===== config.mk =====
export PLATFORM = sky130hd
export DESIGN_NAME = prog_loader
export DESIGN_NICKNAME = d
export VERILOG_FILES = /design/src/rtl/prog_loader.sv
export SDC_FILE = /design/constraint.sdc
export NUM_CORES = 1
export LEC_CHECK = 0
export ABC_CLOCK_PERIOD_IN_PS = 4900
export BUFFER_PORTS_ARGS = -buffer_cell sky130_fd_sc_hd__buf_2
export CORE_MARGIN = 1
export CORE_UTILIZATION = 50
export CTS_BUF_LIST = sky130_fd_sc_hd__clkbuf_16
export DETAILED_ROUTE_END_ITERATION = 7
export PLACE_DENSITY = 0.7
export SLEW_MARGIN = 20
export SYNTH_ARGS = -nofsm -noshare
export SYNTH_HDL_FRONTEND = slang
export SYNTH_SLANG_ARGS = --single-unit

===== constraint.sdc =====
create_clock -name clk -period 4.9 [get_ports clk]
set_input_delay 0.98 -clock clk [delete_from_list [all_inputs] [get_ports clk]]
set_output_delay 0.98 -clock clk [all_outputs]
set_load 0.01 [all_outputs]

===== src/rtl/prog_loader.sv =====
// rtl/prog_loader.sv - framed byte-stream loader that fills program RAM and gates the core
//
// Accepts frames of the form A5, N_lo, N_hi, 4*N data bytes, checksum, and
// writes the little-endian words to program RAM at BASE_ADDR + 4*k.
// The core is held in reset until a frame passes its checksum.
//
// Ports:
//   clk, reset           - rising-edge clock, synchronous active-high reset
//   in_data/in_valid     - byte stream input
//   in_ready             - byte can be accepted (low in WRITE and during reset)
//   mem_we               - one-cycle program RAM write strobe
//   mem_addr, mem_wdata  - registered write byte address / data
//   cpu_hold             - holds the core in reset
//   done, error          - sticky frame status
module prog_loader #(
    parameter int          ADDR_WIDTH = 8,
    parameter logic [31:0] BASE_ADDR  = 32'h0000_0000
) (
    input  logic        clk,
    input  logic        reset,
    input  logic [7:0]  in_data,
    input  logic        in_valid,
    output logic        in_ready,
    output logic        mem_we,
    output logic [31:0] mem_addr,
    output logic [31:0] mem_wdata,
    output logic        cpu_hold,
    output logic        done,
    output logic        error
);

    typedef enum logic [2:0] {
        IDLE,
        LEN_LO,
        LEN_HI,
        DATA,
        WRITE,
        CSUM,
        DONE
    } state_t;

    localparam logic [32:0] CAPACITY = 33'd1 << ADDR_WIDTH;
    localparam logic [7:0]  SYNC     = 8'hA5;

    state_t      state_q;
    state_t      state_d;
    logic [15:0] len_q;
    logic [16:0] word_cnt;
    logic [1:0]  byte_cnt;
    logic [7:0]  sum;
    logic [31:0] word_sr;
    logic [31:0] next_addr;

    logic        accept;
    logic [15:0] len_full;
    logic        oversize;
    logic        last_word;

    assign in_ready  = !reset && (state_q != WRITE);
    assign mem_we    = (state_q == WRITE);
    assign accept    = in_valid && in_ready;
    // Length as it will be once the byte currently offered in LEN_HI is taken.
    assign len_full  = {in_data, len_q[7:0]};
    assign oversize  = {17'd0, len_full} > CAPACITY;
    assign last_word = (word_cnt + 17'd1) == {1'b0, len_q};

    always_ff @(posedge clk) begin
        if (reset) begin
            state_q <= IDLE;
        end else begin
            state_q <= state_d;
        end
    end

    always_comb begin
        state_d = state_q;
        case (state_q)
            IDLE, DONE: begin
                if (accept && in_data == SYNC) state_d = LEN_LO;
            end
            LEN_LO: begin
                if (accept) state_d = LEN_HI;
            end
            LEN_HI: begin
                if (accept) begin
                    if (oversize)             state_d = IDLE;
                    else if (len_full == '0)  state_d = CSUM;
                    else                      state_d = DATA;
                end
            end
            DATA: begin
                if (accept && byte_cnt == 2'd3) state_d = WRITE;
            end
            WRITE: begin
                state_d = last_word ? CSUM : DATA;
            end
            CSUM: begin
                if (accept) state_d = (in_data == sum) ? DONE : IDLE;
            end
            default: state_d = IDLE;
        endcase
    end

    always_ff @(posedge clk) begin
        if (reset) begin
            len_q     <= '0;
            word_cnt  <= '0;
            byte_cnt  <= '0;
            sum       <= '0;
            word_sr   <= '0;
            next_addr <= BASE_ADDR;
            mem_addr  <= '0;
            mem_wdata <= '0;
            cpu_hold  <= 1'b1;
            done      <= 1'b0;
            error     <= 1'b0;
        end else begin
            case (state_q)
                IDLE, DONE: begin
                    if (accept && in_data == SYNC) begin
                        done     <= 1'b0;
                        error    <= 1'b0;
                        cpu_hold <= 1'b1;
                    end
                end
                LEN_LO: begin
                    if (accept) len_q[7:0] <= in_data;
                end
                LEN_HI: begin
                    if (accept) begin
                        len_q[15:8] <= in_data;
                        word_cnt    <= '0;
                        byte_cnt    <= '0;
                        sum         <= '0;
                        next_addr   <= BASE_ADDR;
                        if (oversize) error <= 1'b1;
                    end
                end
                DATA: begin
                    if (accept) begin
                        // Shift in from the top so the first byte ends up in [7:0].
                        word_sr  <= {in_data, word_sr[31:8]};
                        sum      <= sum + in_data;
                        byte_cnt <= byte_cnt + 2'd1;
                        if (byte_cnt == 2'd3) begin
                            mem_wdata <= {in_data, word_sr[31:8]};
                            mem_addr  <= next_addr;
                            next_addr <= next_addr + 32'd4;
                        end
                    end
                end
                WRITE: begin
                    word_cnt <= word_cnt + 17'd1;
                end
                CSUM: begin
                    if (accept) begin
                        if (in_data == sum) begin
                            done     <= 1'b1;
                            cpu_hold <= 1'b0;
                        end else begin
                            error    <= 1'b1;
                        end
                    end
                end
                default: ;
            endcase
        end
    end

endmodule

==> impl_metrics.py, run 1 <==
metrics = {
    "pwr": {
        "ir_drop_v": 0.0002628,
        "power_density_nw_per_um2": 338.5,
        "p_leak_nw": 3.069,
    },
    "clocking": {
        "root_buffer": "clkbuf_16",
        "numCtsBuffers": 17,
        "postCtsHoldBufs": 0,
        "clk_transition_reported_paths_ns": 0.06,
        "clockBufferDepth": 2,
        "cts-resized-gates": 0,
        "cts_max_level": 4,
        "clock_sinks": 165,
        "clkLatencyLatePin_ns": 0.42,
        "cts_setup_buffers": 0,
        "cts_tree": "yes",
    },
    "flow_run": {
        "cap_violations": 0,
    },
    "critical_path": {
        "required_ns": 3.92,
        "path_class": "in -> out",
        "worstSetupStartpointType": "primary input",
        "endpoint_kind": "output port",
        "critPathArrivalTime_ns": 2.52,
        "crit_fanout": 88,
    },
    "sta": {
        "maxSlewViolCount": 0,
        "tightest_slew_ns": 0.8964,
        "fmax_ghz": 0.2853,
        "fin_ws_ns": 1.395,
        "setup_viol": 0,
        "final.period_utilization_pct": 71.53,
        "relSlewSlack_pct": 40.09,
        "finalHoldViolCount": 0,
        "skew_ns": 0.007144,
        "rsz0062_at_grt": "no",
        "setup_tns_ns": 0,
        "fin_crit_ns": 3.505,
    },
    "drt": {
        "via_per_inst": 5.421,
        "wl_per_cell_um": 14.26,
        "postRouteAntennaNets": 0,
        "drt_iter0_drc": 426,
        "wl_um": 16380,
        "dr.pass1.iters": 5,
        "drc": 0,
        "vias": 6223,
    },
    "finish": {
        "n_antenna_cell": 0,
        "final_nets": 978,
        "drive_gt1_share_pct": 12.09,
        "syn_to_final_growth_pct": 13.62,
        "fillers": 1349,
    },
    "placement": {
        "port-buffer-count": 77,
        "place.gp.congestion": 0.8065,
        "place.detailed.hpwl_um": 10620,
        "place_ws_ns": 1.122,
    },
    "synthesis": {
        "synth-main-ff-cell": "dfxtp_1",
        "synth_edf_count": 0,
        "syn_area_sq_um": 7239,
        "ys_warn_count": 0,
        "yosysTopAreaCell": "dfxtp_1",
        "ys_seq_elements": 165,
        "async_flop_share_pct": 0,
        "yosysSeqAreaShare_pct": 45.63,
        "synthDistinctLibCells": 56,
        "synthTopCellsByArea": "dfxtp_1 46%, nand2_1 11%, a21oi_1 8.1%",
        "synth_top_area_share_pct": 45.63,
        "synthCells": 912,
        "avgSynthCellArea_sq_um": 7.938,
    },
    "floorplanning": {
        "initial_core_util_pct": 51.75,
        "core_sq_um": 13990,
        "top_level_ports": 80,
        "dieWidth_um": 122.3,
        "fp.dieH_um": 122.3,
        "num_rows": 43,
        "die_area_sq_um": 14960,
    },
    "global_routing": {
        "grt_pass1_vias": 5674,
        "grt_max_degree": 89,
        "overflow": 0,
        "grt_pass1_wl_um": 27260,
        "grt_usage_pct": 22.91,
        "grt_antenna_before_repair": 0,
    },
    "min_path": {
        "hold_class": "reg -> reg",
    },
    "status": {
        "run_status": "finished, final reports clean",
    },
}
cell families after synthesis:
logic type               after synthesis  share of synthesized area, %
AND/OR/NAND/NOR                      411                         25.08
AO/OA/AOI/OAI                        180                         14.09
flip-flops                           165                         45.63
buffers and inverters                 71                         3.975
XOR/XNOR                              53                         6.412
multiplexers                          20                         2.765
adder cells (fa/ha/maj)               11                         2.005
other                                  1                       0.05180
final cells by class:
| class | instances | area (sq um) | share of cell area (%) |
|---|---|---|---|
| Clock buffer | 17 | 425.4 | 5.172 |
| Multi-Input combinational cell | 677 | 3671 | 44.63 |
| Inverter | 12 | 45.04 | 0.5476 |
| Tap cell | 180 | 225.2 | 2.738 |
| Timing Repair Buffer | 83 | 432.9 | 5.263 |
| Clock inverter | 14 | 122.6 | 1.491 |
| Sequential cell | 165 | 3303 | 40.16 |
critical path, stage by stage:
cell	delay [ns]
buf_4	0.63
buf_4	0.61
nor2_1	0.10
buf_2	0.16
registers in the layout (all words and copies together) (netlist names):
name and count:
done 1, next_addr 30, mem_wdata 32, state_q 3
cpu_hold 1, byte_cnt 2, word_sr 24, error 1
sum 8, len_q 16, word_cnt 17, mem_addr 30
layout by cell type (no fill, tap or decap), types with 5 or more instances in the layout:
cell type	n
nor3_1	14
xnor2_1	29
nand2_1	212
inv_1	14
and4_1	5
nand4_1	12
a311oi_1	5
and3_1	6
a21oi_1	117
a22oi_1	7
nand3_1	29
nor2_1	89
and2_1	5
clkbuf_16	17
buf_2	76
dfxtp_1	165
clkinv_1	5
nand2b_1	6
o21ai_0	22
buf_4	7
xor2_1	24
or3_1	7
ha_1	10
mux2i_1	20
Yosys cell counts, types with 10 or more instances:
cell      count
nor3_1       14
nand2_1     213
clkbuf_1     49
mux2i_1      20
ha_1         10
xnor2_1      29
nand3_1      29
a21oi_1     117
dfxtp_1     165
xor2_1       24
nand4_1      12
inv_1        11
nor2_1       90
o21ai_0      22
through the flow:
stage / hold slack (ns) / total power [mW] / utilization [%] / instance area [sq um] / cells
after floorplan: 0.4321 / 1.512 / - / 7243 / 913
after global placement: 0.4391 / 1.549 / 54.79 / 7665 / 1117
after detailed placement: 0.4441 / 1.551 / 54.79 / 7665 / 1117
after CTS: 0.4523 / 2.799 / 58.71 / 8213 / 1148
after global routing: 0.4677 / 2.883 / 58.80 / 8225 / 1148
final: 0.4496 / 2.785 / 58.80 / 8225 / 1148
metal layers:
layer,vias up,share of wire (%),GRT usage [%]
met4,0,1.2,7.317
met1,2898,49,31.48
met2,134,46,35.67
met5,-,0,0
li1,3175,-,-
met3,16,4.4,4.879
worst paths after layout:
kind                            depth (start not counted)  slack [ns]                        end                       from
worst max-delay path                                    4        1.40                   in_ready                      reset
worst min-delay path                                    2        0.45  mem_addr[22]$_SDFFE_PP0P_  mem_addr[22]$_SDFFE_PP0P_
worst max register to register                          8        2.01  mem_wdata[1]$_SDFFE_PP0P_    state_q[1]$_SDFFE_PP0P_
worst min register to register                          2        0.45  mem_addr[22]$_SDFFE_PP0P_  mem_addr[22]$_SDFFE_PP0P_
power breakdown:
part	switching, mW	internal (mW)	total, mW
Clock	0.526	0.733	1.26
Sequential	0.0198	1.35	1.37
Combinational	0.0999	0.0543	0.154
Total	0.646	2.14	2.78
(Power assumes the default switching activity.)
==> run 2: changes to the inputs <==
ABC_CLOCK_PERIOD_IN_PS = 3250   (was 4900)
clock period = 3.25 ns   (was 4.9 ns; I/O delays follow)
==> impl_metrics.py, run 2 (same netlist as run 1, synthesis figures left out) <==
metrics = {
    "sta": {
        "skew_ns": 0.008178,
        "fmax_ghz": 0.3701,
        "setup_tns_ns": 0,
        "fin_ws_ns": 0.5478,
        "maxSlewViolCount": 0,
        "relSlewSlack_pct": 61.19,
        "setup_viol": 0,
        "fin_crit_ns": 2.702,
        "hold_ws_ns": 0.4485,
        "final.period_utilization_pct": 83.14,
        "rsz0062_at_grt": "no",
        "tightest_slew_ns": 0.5821,
        "finalHoldViolCount": 0,
    },
    "finish": {
        "final_nets": 988,
        "fin_cells": 1159,
        "layout_common_cells": "212 x nand2_1, 165 x dfxtp_1, 117 x a21oi_1, 89 x nor2_1, 76 x buf_2",
        "n_antenna_cell": 0,
        "final_util_pct": 59.95,
        "mostFrequentLayoutCell": "nand2_1",
        "finalInstanceArea_sq_um": 8386,
        "drive_gt1_share_pct": 13.69,
        "largest_reg_flops": 32,
        "top_register": "mem_wdata",
        "syn_to_final_growth_pct": 15.83,
        "reg_top3": "mem_wdata x32, mem_addr x30, next_addr x30",
    },
    "clocking": {
        "clock_sinks": 165,
        "clkLatencyLatePin_ns": 0.43,
        "postCtsHoldBufs": 0,
        "cts_max_level": 4,
        "cts_tree": "yes",
        "cts_setup_buffers": 0,
        "clk_transition_reported_paths_ns": 0.06,
        "root_buffer": "clkbuf_16",
        "cts-resized-gates": 0,
        "clockBufferDepth": 2,
        "numCtsBuffers": 17,
    },
    "floorplanning": {
        "num_rows": 43,
        "top_level_ports": 80,
        "fp.dieH_um": 122.3,
        "dieWidth_um": 122.3,
        "die_area_sq_um": 14960,
        "initial_core_util_pct": 51.75,
        "core_sq_um": 13990,
    },
    "global_routing": {
        "grt_pass1_wl_um": 26920,
        "grt_antenna_before_repair": 0,
        "overflow": 0,
        "grt_max_degree": 56,
        "grt_pass1_vias": 5633,
        "grt_usage_pct": 22.74,
    },
    "placement": {
        "place_ws_ns": 0.3776,
        "place.gp.congestion": 0.8244,
        "place.detailed.hpwl_um": 10920,
        "dpl_cell_area_sq_um": 7777,
        "port-buffer-count": 77,
        "dp.cells": 1127,
    },
    "drt": {
        "via_per_inst": 5.407,
        "postRouteAntennaNets": 0,
        "wl_per_cell_um": 13.99,
        "dr.pass1.iters": 5,
        "vias": 6267,
        "drt_iter0_drc": 493,
        "wl_um": 16220,
        "drc": 0,
    },
    "critical_path": {
        "critPathArrivalTime_ns": 3.00,
        "slowest_stage": "or4_1",
        "required_ns": 3.55,
        "crit_buf_inv": 0,
        "endpoint_kind": "flip-flop",
        "crit_fanout": 9,
        "cp_cell_sequence": "ha_1 -> and3_1 -> o211ai_1 -> or3_1 -> a21o_1 -> or4_1 -> o41ai_1 -> o21ai_1",
        "path_class": "reg -> reg",
        "cp_top_family": "simple AND/OR/NAND/NOR gates",
        "worstSetupStartpointType": "flip-flop",
        "cp_slowest_stage_delay_ns": 0.49,
    },
    "pwr": {
        "finalPower_mw": 4.364,
        "p_leak_nw": 3.164,
        "ir_drop_v": 0.0003577,
        "power_density_nw_per_um2": 520.4,
    },
    "status": {
        "run_status": "finished, final reports clean",
    },
    "flow_run": {
        "cap_violations": 0,
    },
    "min_path": {
        "hold_class": "reg -> reg",
    },
}
-- run 2: changes by cell type in the layout (fill, tap and decap cells not counted), moves of 2 or more --
| cell | delta |
|---|---|
| buf_12 | +3 |
| clkinv_1 | -4 |
| inv_1 | -2 |
| buf_4 | +7 |
| clkinv_4 | +4 |
-- run 2: final timing paths --
path,start,slack (ns),to,depth (start not counted)
setup / recovery,word_cnt[0]$_SDFFE_PP0P_,0.55,state_q[1]$_SDFFE_PP0P_,8
hold / removal,mem_addr[21]$_SDFFE_PP0P_,0.45,mem_addr[21]$_SDFFE_PP0P_,2
setup reg to reg,word_cnt[0]$_SDFFE_PP0P_,0.55,state_q[1]$_SDFFE_PP0P_,8
hold reg to reg,mem_addr[21]$_SDFFE_PP0P_,0.45,mem_addr[21]$_SDFFE_PP0P_,2
-- run 2: power breakdown --
part | total (mW) | switching [mW] | internal (mW)
logic | 0.249 | 0.160 | 0.0890
registers | 2.05 | 0.0168 | 2.04
clock network | 2.06 | 0.846 | 1.21
total | 4.36 | 1.02 | 3.34
-- run 2: cell type report --
type / instances / area [sq um]
timing repair buffer: 93 / 545.5
tap: 180 / 225.2
fill: 1275 / 5603
sequential: 165 / 3303
multi-input combinational: 677 / 3659
clock inverter: 15 / 182.7
clock buffer: 17 / 425.4
inverter: 12 / 45.04
-- run 2: layer usage --
metal  routed length (um)  track usage, %  vias up
met3                  684           5.204       23
met5                    0               0        -
met1                 7735           29.71     2898
met4                  238           7.927        0
li1                     -               -     3198
met2                 7562           36.69      148
-- run 2: tightest hold or removal path, delay by kind of cell, from the launching register on --
| family | cells | cell delay, ns |
|---|---|---|
| DFF | 1 | 0.30 |
| and+or+nand+nor | 1 | 0.05 |
| AOI/OAI and AO/OA | 1 | 0.05 |
